File: config.mk
export PLATFORM = sky130hd
export DESIGN_NAME = channel_xform_flat
export DESIGN_NICKNAME = d
export VERILOG_FILES = /design/src/rtl/channel_xform_if.sv /design/src/rtl/channel_xform.sv /design/src/flat_wrapper.sv
export SDC_FILE = /design/constraint.sdc
export NUM_CORES = 1
export LEC_CHECK = 0
export ABC_AREA = 1
export BUFFER_PORTS_ARGS = -buffer_cell sky130_fd_sc_hd__buf_2
export CORE_ASPECT_RATIO = 0.75
export CORE_MARGIN = 10
export CORE_UTILIZATION = 55
export DETAILED_ROUTE_END_ITERATION = 8
export HOLD_SLACK_MARGIN = 0.06
export PLACE_DENSITY = 0.77
export RECOVER_POWER = 100
export SYNTH_ARGS = -nofsm -noshare
export SYNTH_HDL_FRONTEND = slang
export SYNTH_SLANG_ARGS = --single-unit
File: constraint.sdc
create_clock -name clk -period 2.6 [get_ports clk]
set_input_delay 0.52 -clock clk [delete_from_list [all_inputs] [get_ports clk]]
set_output_delay 0.52 -clock clk [all_outputs]
set_load 0.01 [all_outputs]
File: src/rtl/channel_xform_if.sv
// Valid/ready channel bundle for channel_xform: an upstream beat interface
// (in_*, mode) and a downstream FIFO-head interface (out_*).
interface channel_xform_if #(
  parameter int NUM_CH = 3,
  parameter int W      = 8
);
  logic                  in_valid;
  logic                  in_ready;
  logic [NUM_CH*W-1:0]   in_data;
  logic [2*NUM_CH-1:0]   mode;
  logic                  out_valid;
  logic                  out_ready;
  logic [NUM_CH*W-1:0]   out_data;

  // Block side: consumes input beats, produces the FIFO head.
  modport slave (
    input  in_valid, in_data, mode, out_ready,
    output in_ready, out_valid, out_data
  );

  // Environment side: drives beats and consumes the FIFO head.
  modport master (
    output in_valid, in_data, mode, out_ready,
    input  in_ready, out_valid, out_data
  );
endinterface

File: src/rtl/channel_xform.sv
// Multi-channel transform stage: each accepted beat is transformed per channel
// (pass / invert / hold / zero) and pushed into a DEPTH-entry circular FIFO.
// The FIFO head is kept in its own register so out_data is reset to 0 and
// keeps showing the last popped entry while the FIFO is empty.
module channel_xform #(
  parameter int NUM_CH = 3,
  parameter int W      = 8,
  parameter int DEPTH  = 2,
  parameter int CW     = 16
) (
  input  logic                       clk,
  input  logic                       rst_n,
  channel_xform_if.slave             bus,
  output logic [$clog2(DEPTH+1)-1:0] level,
  output logic [CW-1:0]              beat_cnt
);

  localparam int DW = NUM_CH * W;
  localparam int LW = $clog2(DEPTH + 1);
  localparam int PW = (DEPTH > 1) ? $clog2(DEPTH) : 1;

  typedef enum logic [1:0] {
    MODE_PASS = 2'b00,
    MODE_INV  = 2'b01,
    MODE_HOLD = 2'b10,
    MODE_ZERO = 2'b11
  } mode_e;

  logic [DW-1:0] mem [DEPTH];
  logic [PW-1:0] rd_ptr;
  logic [PW-1:0] wr_ptr;
  logic [DW-1:0] last_q;
  logic [DW-1:0] head_q;
  logic [DW-1:0] xform;
  logic          push;
  logic          pop;

  function automatic logic [PW-1:0] next_ptr(input logic [PW-1:0] p);
    return (p == PW'(DEPTH - 1)) ? '0 : p + 1'b1;
  endfunction

  // in_ready depends only on registered occupancy, never on out_ready.
  assign bus.in_ready  = (level < LW'(DEPTH));
  assign bus.out_valid = (level != '0);
  assign bus.out_data  = head_q;
  assign push          = bus.in_valid && bus.in_ready;
  assign pop           = bus.out_valid && bus.out_ready;

  // Per-channel transform of the incoming beat, using this cycle's mode.
  always_comb begin
    // NOTE: default assignment first so no path through the loop leaves xform unassigned (no latch).
    xform = '0;
    for (int c = 0; c < NUM_CH; c++) begin
      case (mode_e'(bus.mode[2*c +: 2]))
        MODE_PASS: xform[c*W +: W] = bus.in_data[c*W +: W];
        MODE_INV:  xform[c*W +: W] = ~bus.in_data[c*W +: W];
        MODE_HOLD: xform[c*W +: W] = last_q[c*W +: W];
        default:   xform[c*W +: W] = '0;
      endcase
    end
  end

  // FIFO storage write on push.
  // NOTE: storage array is deliberately not reset; only pointers, level and the head register are, so reads never see stale data as valid.
  always_ff @(posedge clk) begin
    if (push) mem[wr_ptr] <= xform;
  end

  // Pointers, occupancy, beat counter, hold registers and head register.
  always_ff @(posedge clk or negedge rst_n) begin
    if (!rst_n) begin
      // NOTE: sequential state uses non-blocking assignments so every register samples pre-edge values.
      rd_ptr   <= '0;
      wr_ptr   <= '0;
      level    <= '0;
      beat_cnt <= '0;
      last_q   <= '0;
      head_q   <= '0;
    end else begin
      if (push) begin
        wr_ptr   <= next_ptr(wr_ptr);
        beat_cnt <= beat_cnt + 1'b1;
        last_q   <= xform;
      end
      if (pop) rd_ptr <= next_ptr(rd_ptr);

      case ({push, pop})
        2'b10:   level <= level + 1'b1;
        2'b01:   level <= level - 1'b1;
        default: level <= level;
      endcase

      // Head tracks what rd_ptr will point at; it is left alone when the FIFO drains.
      if (push && (level == '0)) begin
        head_q <= xform;
      end else if (pop) begin
        if (level > LW'(1)) head_q <= mem[next_ptr(rd_ptr)];
        else if (push)      head_q <= xform;
      end
    end
  end

endmodule

File: src/flat_wrapper.sv
// flat-port wrapper written by rule: the top's interface ports become plain ports
module channel_xform_flat 
#(
  parameter int NUM_CH = 3,
  parameter int W      = 8,
  parameter int DEPTH  = 2,
  parameter int CW     = 16
)
  (clk, rst_n, level, beat_cnt, bus_in_valid, bus_in_data, bus_mode, bus_out_ready, bus_in_ready, bus_out_valid, bus_out_data);
  channel_xform_if #(.NUM_CH(NUM_CH), .W(W)) bus_i ();
  input  logic clk;
  input  logic rst_n;
  output logic [$clog2(DEPTH+1)-1:0] level;
  output logic [CW-1:0] beat_cnt;
  input wire logic [$bits(bus_i.in_valid)-1:0] bus_in_valid;
  input wire logic [$bits(bus_i.in_data)-1:0] bus_in_data;
  input wire logic [$bits(bus_i.mode)-1:0] bus_mode;
  input wire logic [$bits(bus_i.out_ready)-1:0] bus_out_ready;
  output wire logic [$bits(bus_i.in_ready)-1:0] bus_in_ready;
  output wire logic [$bits(bus_i.out_valid)-1:0] bus_out_valid;
  output wire logic [$bits(bus_i.out_data)-1:0] bus_out_data;
  assign bus_i.in_valid = bus_in_valid;
  assign bus_i.in_data = bus_in_data;
  assign bus_i.mode = bus_mode;
  assign bus_i.out_ready = bus_out_ready;
  assign bus_in_ready = bus_i.in_ready;
  assign bus_out_valid = bus_i.out_valid;
  assign bus_out_data = bus_i.out_data;
  channel_xform #(.NUM_CH(NUM_CH), .W(W), .DEPTH(DEPTH), .CW(CW)) u_core (.clk(clk), .rst_n(rst_n), .bus(bus_i), .level(level), .beat_cnt(beat_cnt));
endmodule
=== Word-level counts from Yosys, hierarchy flattened ===
Memory sizes are Yosys's and may differ from the RTL's.
Cells that the tools add are included.

* Register bits after elaboration: 68
* Bits in writable memories: 48
* Memories kept: 1

{| class="wikitable"
|+ Memory list
! memory !! words !! width !! rd ports !! clocked after memory_dff !! wr ports !! line !! source
|-
| u_core.mem || 2 || 24 || 1 || 0 || 1 || channel_xform.sv:29 || <nowiki>logic [DW-1:0] mem [DEPTH];</nowiki>
|}

* Muxes and demuxes: 12
* Eq/ne operators: 8
* Order comparisons: 2
* Bitwise gates (word level): 3
* Add/subtract/negate cells: 5
* Reduce and logical (&&, ||, !) cells: 12

{| class="wikitable"
|+ Operator list
! kind !! number
|-
| 2-to-1 mux 24 bit || 4
|-
| case mux 8 bit (3 select lines) || 3
|-
| NOT 8 bit || 3
|-
| adder 16 x 1 -> 16 bit (second input constant) || 1
|-
| equality test 2 x 1 -> 1 bit (second input constant) || 4
|-
| equality test 2 bit (second input constant) || 4
|-
| zero test 2 bit || 4
|-
| nonzero test 2 bit || 3
|-
| 2-to-1 mux 1 bit || 4
|-
| case mux 2 bit (2 select lines) || 1
|-
| logical AND 1 bit || 3
|-
| nonzero test 3 bit || 1
|-
| adder 1 bit (second input constant) || 2
|-
| adder 2 x 1 -> 2 bit (second input constant) || 1
|-
| > comparator 2 x 1 -> 1 bit (second input constant) || 1
|-
| < comparator 2 bit (second input constant) || 1
|-
| AND reduction 2 bit || 1
|-
| subtractor 2 x 1 -> 2 bit (second input constant) || 1
|}

=== Longest topological paths before layout ===
* Depth in word-level cells: 6
* Mapped depth: 10
* Depth with buffers taken out: 9

=== Worst setup path after synthesis ===
Ideal clock, no wire load.

* Kind: reg2reg
* From: reg u_core.level[1]
* To: mem u_core.mem[1][0] (netlist name) (enable)
* Library setup time: 0.405 ns
* Required time: 2.195 ns
* Path slack: 0.190 ns
* Cell stages (with the launch flop): 6
* Data arrival time: 2.006 ns
* Cells stage by stage: dfrtp_1 inv_2 nand2_1 buf_4 buf_2 nor2_1

* Longest elaborated chain between the ends: 4

{| class="wikitable"
|+ RTL lines
! what !! line !! source
|-
| from (decl) || channel_xform.sv:14 || <nowiki>output logic [$clog2(DEPTH+1)-1:0] level,</nowiki>
|-
| from (signal assigned) || channel_xform.sv:88 || <nowiki>2'b10: level <= level + 1'b1;</nowiki>
|-
| from (signal assigned) || channel_xform.sv:89 || <nowiki>2'b01: level <= level - 1'b1;</nowiki>
|-
| from (signal assigned) || channel_xform.sv:90 || <nowiki>default: level <= level;</nowiki>
|-
| < comparator 2 bit || channel_xform.sv:43 || <nowiki>assign bus.in_ready = (level < LW'(DEPTH));</nowiki>
|-
| named net bus_in_ready || flat_wrapper.sv:19 || <nowiki>output wire logic [$bits(bus_i.in_ready)-1:0] bus_in_ready;</nowiki>
|-
| logical AND 1 bit || channel_xform.sv:46 || <nowiki>assign push = bus.in_valid && bus.in_ready;</nowiki>
|-
| 2-to-1 mux 1 bit || channel_xform.sv:66 || <nowiki>if (push) mem[wr_ptr] <= xform;</nowiki>
|-
| 2-to-1 mux 1 bit (not written as such) || channel_xform.sv:66 ||
|-
| to (decl) || channel_xform.sv:29 ||
|}

The timed path passes the listed nets, and every way through them passes these cells.

=== Worst setup path after layout ===
* From: reg u_core.level[1]
* To: mem u_core.mem[0][18] (netlist name) (enable)

* Longest elaborated chain between the ends: 4

{| class="wikitable"
|+ RTL lines
! what !! line
|-
| < comparator 2 bit || channel_xform.sv:43
|-
| logical AND 1 bit || channel_xform.sv:46
|-
| 2-to-1 mux 1 bit || channel_xform.sv:66
|-
| 2-to-1 mux 1 bit (not written as such) || channel_xform.sv:66
|}

Every way passes these cells.

==> summary.txt <==
Job
  • Max Cap Viol: 0

STA
  • Final setup TNS: 0 ps
  • Fin. Hold Viols: 0
  • Slew @ Worst Pin: 974 ps
  • RSZ-0062 raised after global routing: false
  • Worst hold margin: 426 ps
  • Final Max Tran Viols: 0
  • Tmin final: 2190 ps
  • Fin crit share: 0.841
  • Max Freq: 457 MHz
  • Endpoints failing setup: 0
  • Max_slew headroom: 0.351
  • Final worst slack: 414 ps
  • Fin Clk Skew: 11.2 ps

Pwr
  • Peak supply drop: 483 µV
  • Power share of the clock group: 0.284
  • Power Density: 1150 nW/µm²
  • Switching Power: 2.76 mW
  • Sequential share of power: 0.393
  • Comb power frac: 0.323
  • Static leakage: 2.95 nW
  • P_int: 4.74 mW
  • Total Power: 7.50 mW
  • Switching share of power: 0.368

Placement
  • Placed inst area: 6040 µm²
  • DP HPWL: 8770 µm
  • RePlAce Congestion: 0.804
  • PortBufs: 77
  • Worst slack at placement: 580 ps
  • Dpl cells: 808

Layout
  • Final instance area: 6520 µm²
  • Core Util, Final: 0.670
  • Area grow syn2layout: 17.7%
  • FILL cells: 788
  • Inserted Diodes: 0
  • Nets@finish: 734
  • Share of layout cells above drive strength 1: 0.195
  • Non-filler cells, final: 841

Die
  • Die ar.: 14500 µm²
  • Starting Density: 0.569
  • Chip width: 136 µm
  • Core Rows: 31
  • IO Pins: 78
  • Core area: 9740 µm²
  • Die height: 107 µm

Routing
  • DRC Markers: 0
  • Vias/cell: 5.20
  • Detailed-route via count: 4369
  • DRT Pass-1 Iters: 5
  • WL final: 13100 µm
  • Initial DRC count: 433
  • Antenna Nets Post-Route: 0
  • Routed wire per std cell: 15.6 µm

Critical path
  • Worst EP arrival: 2250 ps
  • Worst-path cell chain: inv_1 -> nand2_2 -> clkbuf_1 -> nor2_2 -> buf_4
  • Setup crit end kind: flop
  • Highest cell delay on the worst timing path: 460 ps
  • Slowest stage cell, crit path: clkbuf_1
  • Critical path launch point type: flop
  • Worst Path Required: 2670 ps
  • Crit path kind: flop to flop
  • R2R Setup Slk: 410 ps
  • Critical path fanouts, max: 24

Yosys
  • Syn_nets: 650
  • Top cells by area, synth: dfrtp_1 (31%), edfxtp_1 (26%), nand2_1 (11%), or2_2 (5.4%), o21ai_0 (4.6%)
  • Synthesized instance count: 612
  • Seq/Total Area, Yosys: 0.568
  • Syn. warnings: 0
  • Synth top area share: 0.307
  • Synthesized area: 5540 µm²
  • Cell taking the most area after synthesis: dfrtp_1
  • Synth cell types: 27
  • Seq cells post-synth: 116
  • Post-Syn Area per Cell: 9.05 µm²

Clock tree
  • CTS sink cnt: 116
  • Clk Latency, worst-skew pair: 410 ps
  • TritonCTS clock tree: yes
  • CTS Buffer Depth: 2
  • Post-CTS Resized: 0
  • Worst-path clk slew: 50 ps
  • Num CTS Buffers: 17
  • CTS H-tree depth: 4
  • CTS root buf: clkbuf_16

Worst hold path
  • Hold WC Path Type: input port to flop

Global route
  • Largest net degree at the start of global routing: 49
  • Grt ovf: 0
  • Vias in the first global route: 4506
  • Initial antenna violation count: 0
  • Tot GR Track Use: 0.184
  • First-pass GRT wire length: 21600 µm

Outcome
  • Status: finished, final reports clean
-- timing repair --
action,CTS,global route
setup buffers,0,0
hold buffers,1,0
endpoints found under the hold margin,17,0
-- routing by layer --
metal,vias up,track usage,wire (µm)
met5,-,0,0
met4,0,0.0759,195
met3,17,0.0406,787
met2,129,0.306,6270
met1,2069,0.228,5840
li1,2154,-,-
-- power by group through the flow --
stage | clock network, mW | registers (mW) | logic, mW
after floorplan | 0 | 3.01 | 1.66
after global placement | 0 | 2.92 | 2.42
after detailed placement | 0 | 2.95 | 2.51
after CTS | 2.14 | 2.93 | 2.54
after global routing | 2.23 | 3.00 | 2.73
final | 2.13 | 2.94 | 2.42
-- layout make-up --
| class | count | area (µm²) | share of cell area |
|---|---|---|---|
| sequential | 116 | 3140 | 0.482 |
| multi-input combinational | 427 | 2090 | 0.321 |
| clock buffer | 27 | 523 | 0.0802 |
| timing repair buffer | 86 | 385 | 0.0591 |
| inverter | 48 | 185 | 0.0284 |
| tap | 132 | 165 | 0.0253 |
| clock inverter | 5 | 25.0 | 0.00384 |
-- worst max-delay path: cells and delay by family (launching register included) --
family	cells	cell delay, ps
buf+inv	3	970
flops	1	410
simple gates	2	440
-- state kept, by name (all words and copies together), names as in the netlist --
register and count:
u_core.wr_ptr 1, u_core.beat_cnt 16, u_core.last_q 24, u_core.level 2, u_core.bus.out_data 24, u_core.mem 48
u_core.rd_ptr 1
-- synthesized netlist by cell type (all sizes together) --
cell,n
nand2,159
dfrtp,68
nor2,67
o21ai,52
or2,49
a21oi,48
edfxtp,48
inv,47
nand3,28
buf,13
clkbuf,8
xor2,7
xnor2,6
ha,4
nand4,3
nor3,3
clkinv,1
nand3b,1
-- final timing paths --
path | start | to | cells after the start
hold / removal | bus_out_ready | u_core.rd_ptr | 3
hold reg to reg | u_core.last_q[19] | u_core.last_q[19] | 2
min in group asynchronous | rst_n | u_core.beat_cnt[11] | 2
max in group asynchronous | rst_n | u_core.last_q[6] | 3
setup / recovery | u_core.level[1] | u_core.mem[0][18] | 5
setup reg to reg | u_core.level[1] | u_core.mem[0][18] | 5
-- cell usage in the layout, fill, tap and decap left out --
cell,Yosys,routed
o21ai_0,51,52
clkinv_2,0,5
nand2_1,157,156
nand3_1,28,28
nand2_2,1,2
or2_2,48,48
buf_4,4,5
or2_1,1,1
ha_1,4,4
clkbuf_2,0,1
clkbuf_1,8,54
clkbuf_8,0,6
nor3_1,3,3
nand4_1,3,3
buf_2,7,29
nor2_2,1,2
dlygate4sd3_1,0,1
clkbuf_16,0,17
dfrtp_1,68,68
xnor2_1,6,6
nor2_1,66,65
a21oi_2,20,20
inv_1,45,46
edfxtp_1,48,48
a21oi_1,28,28
clkinv_4,1,1
inv_2,2,1
xor2_1,7,7
nand2_4,1,1
nand3b_1,1,1
-- kinds of logic (layout without fill, tap and decap cells) --
logic type	after synthesis	after routing	synth area share
flops	116	116	0.568
xor+xnor	13	13	0.0206
fa+ha+maj	4	4	0.00904
simple gates	310	310	0.244
buf+inv	69	166	0.0547
compound gates	100	100	0.105
Power figures use the tool's default switching activity.
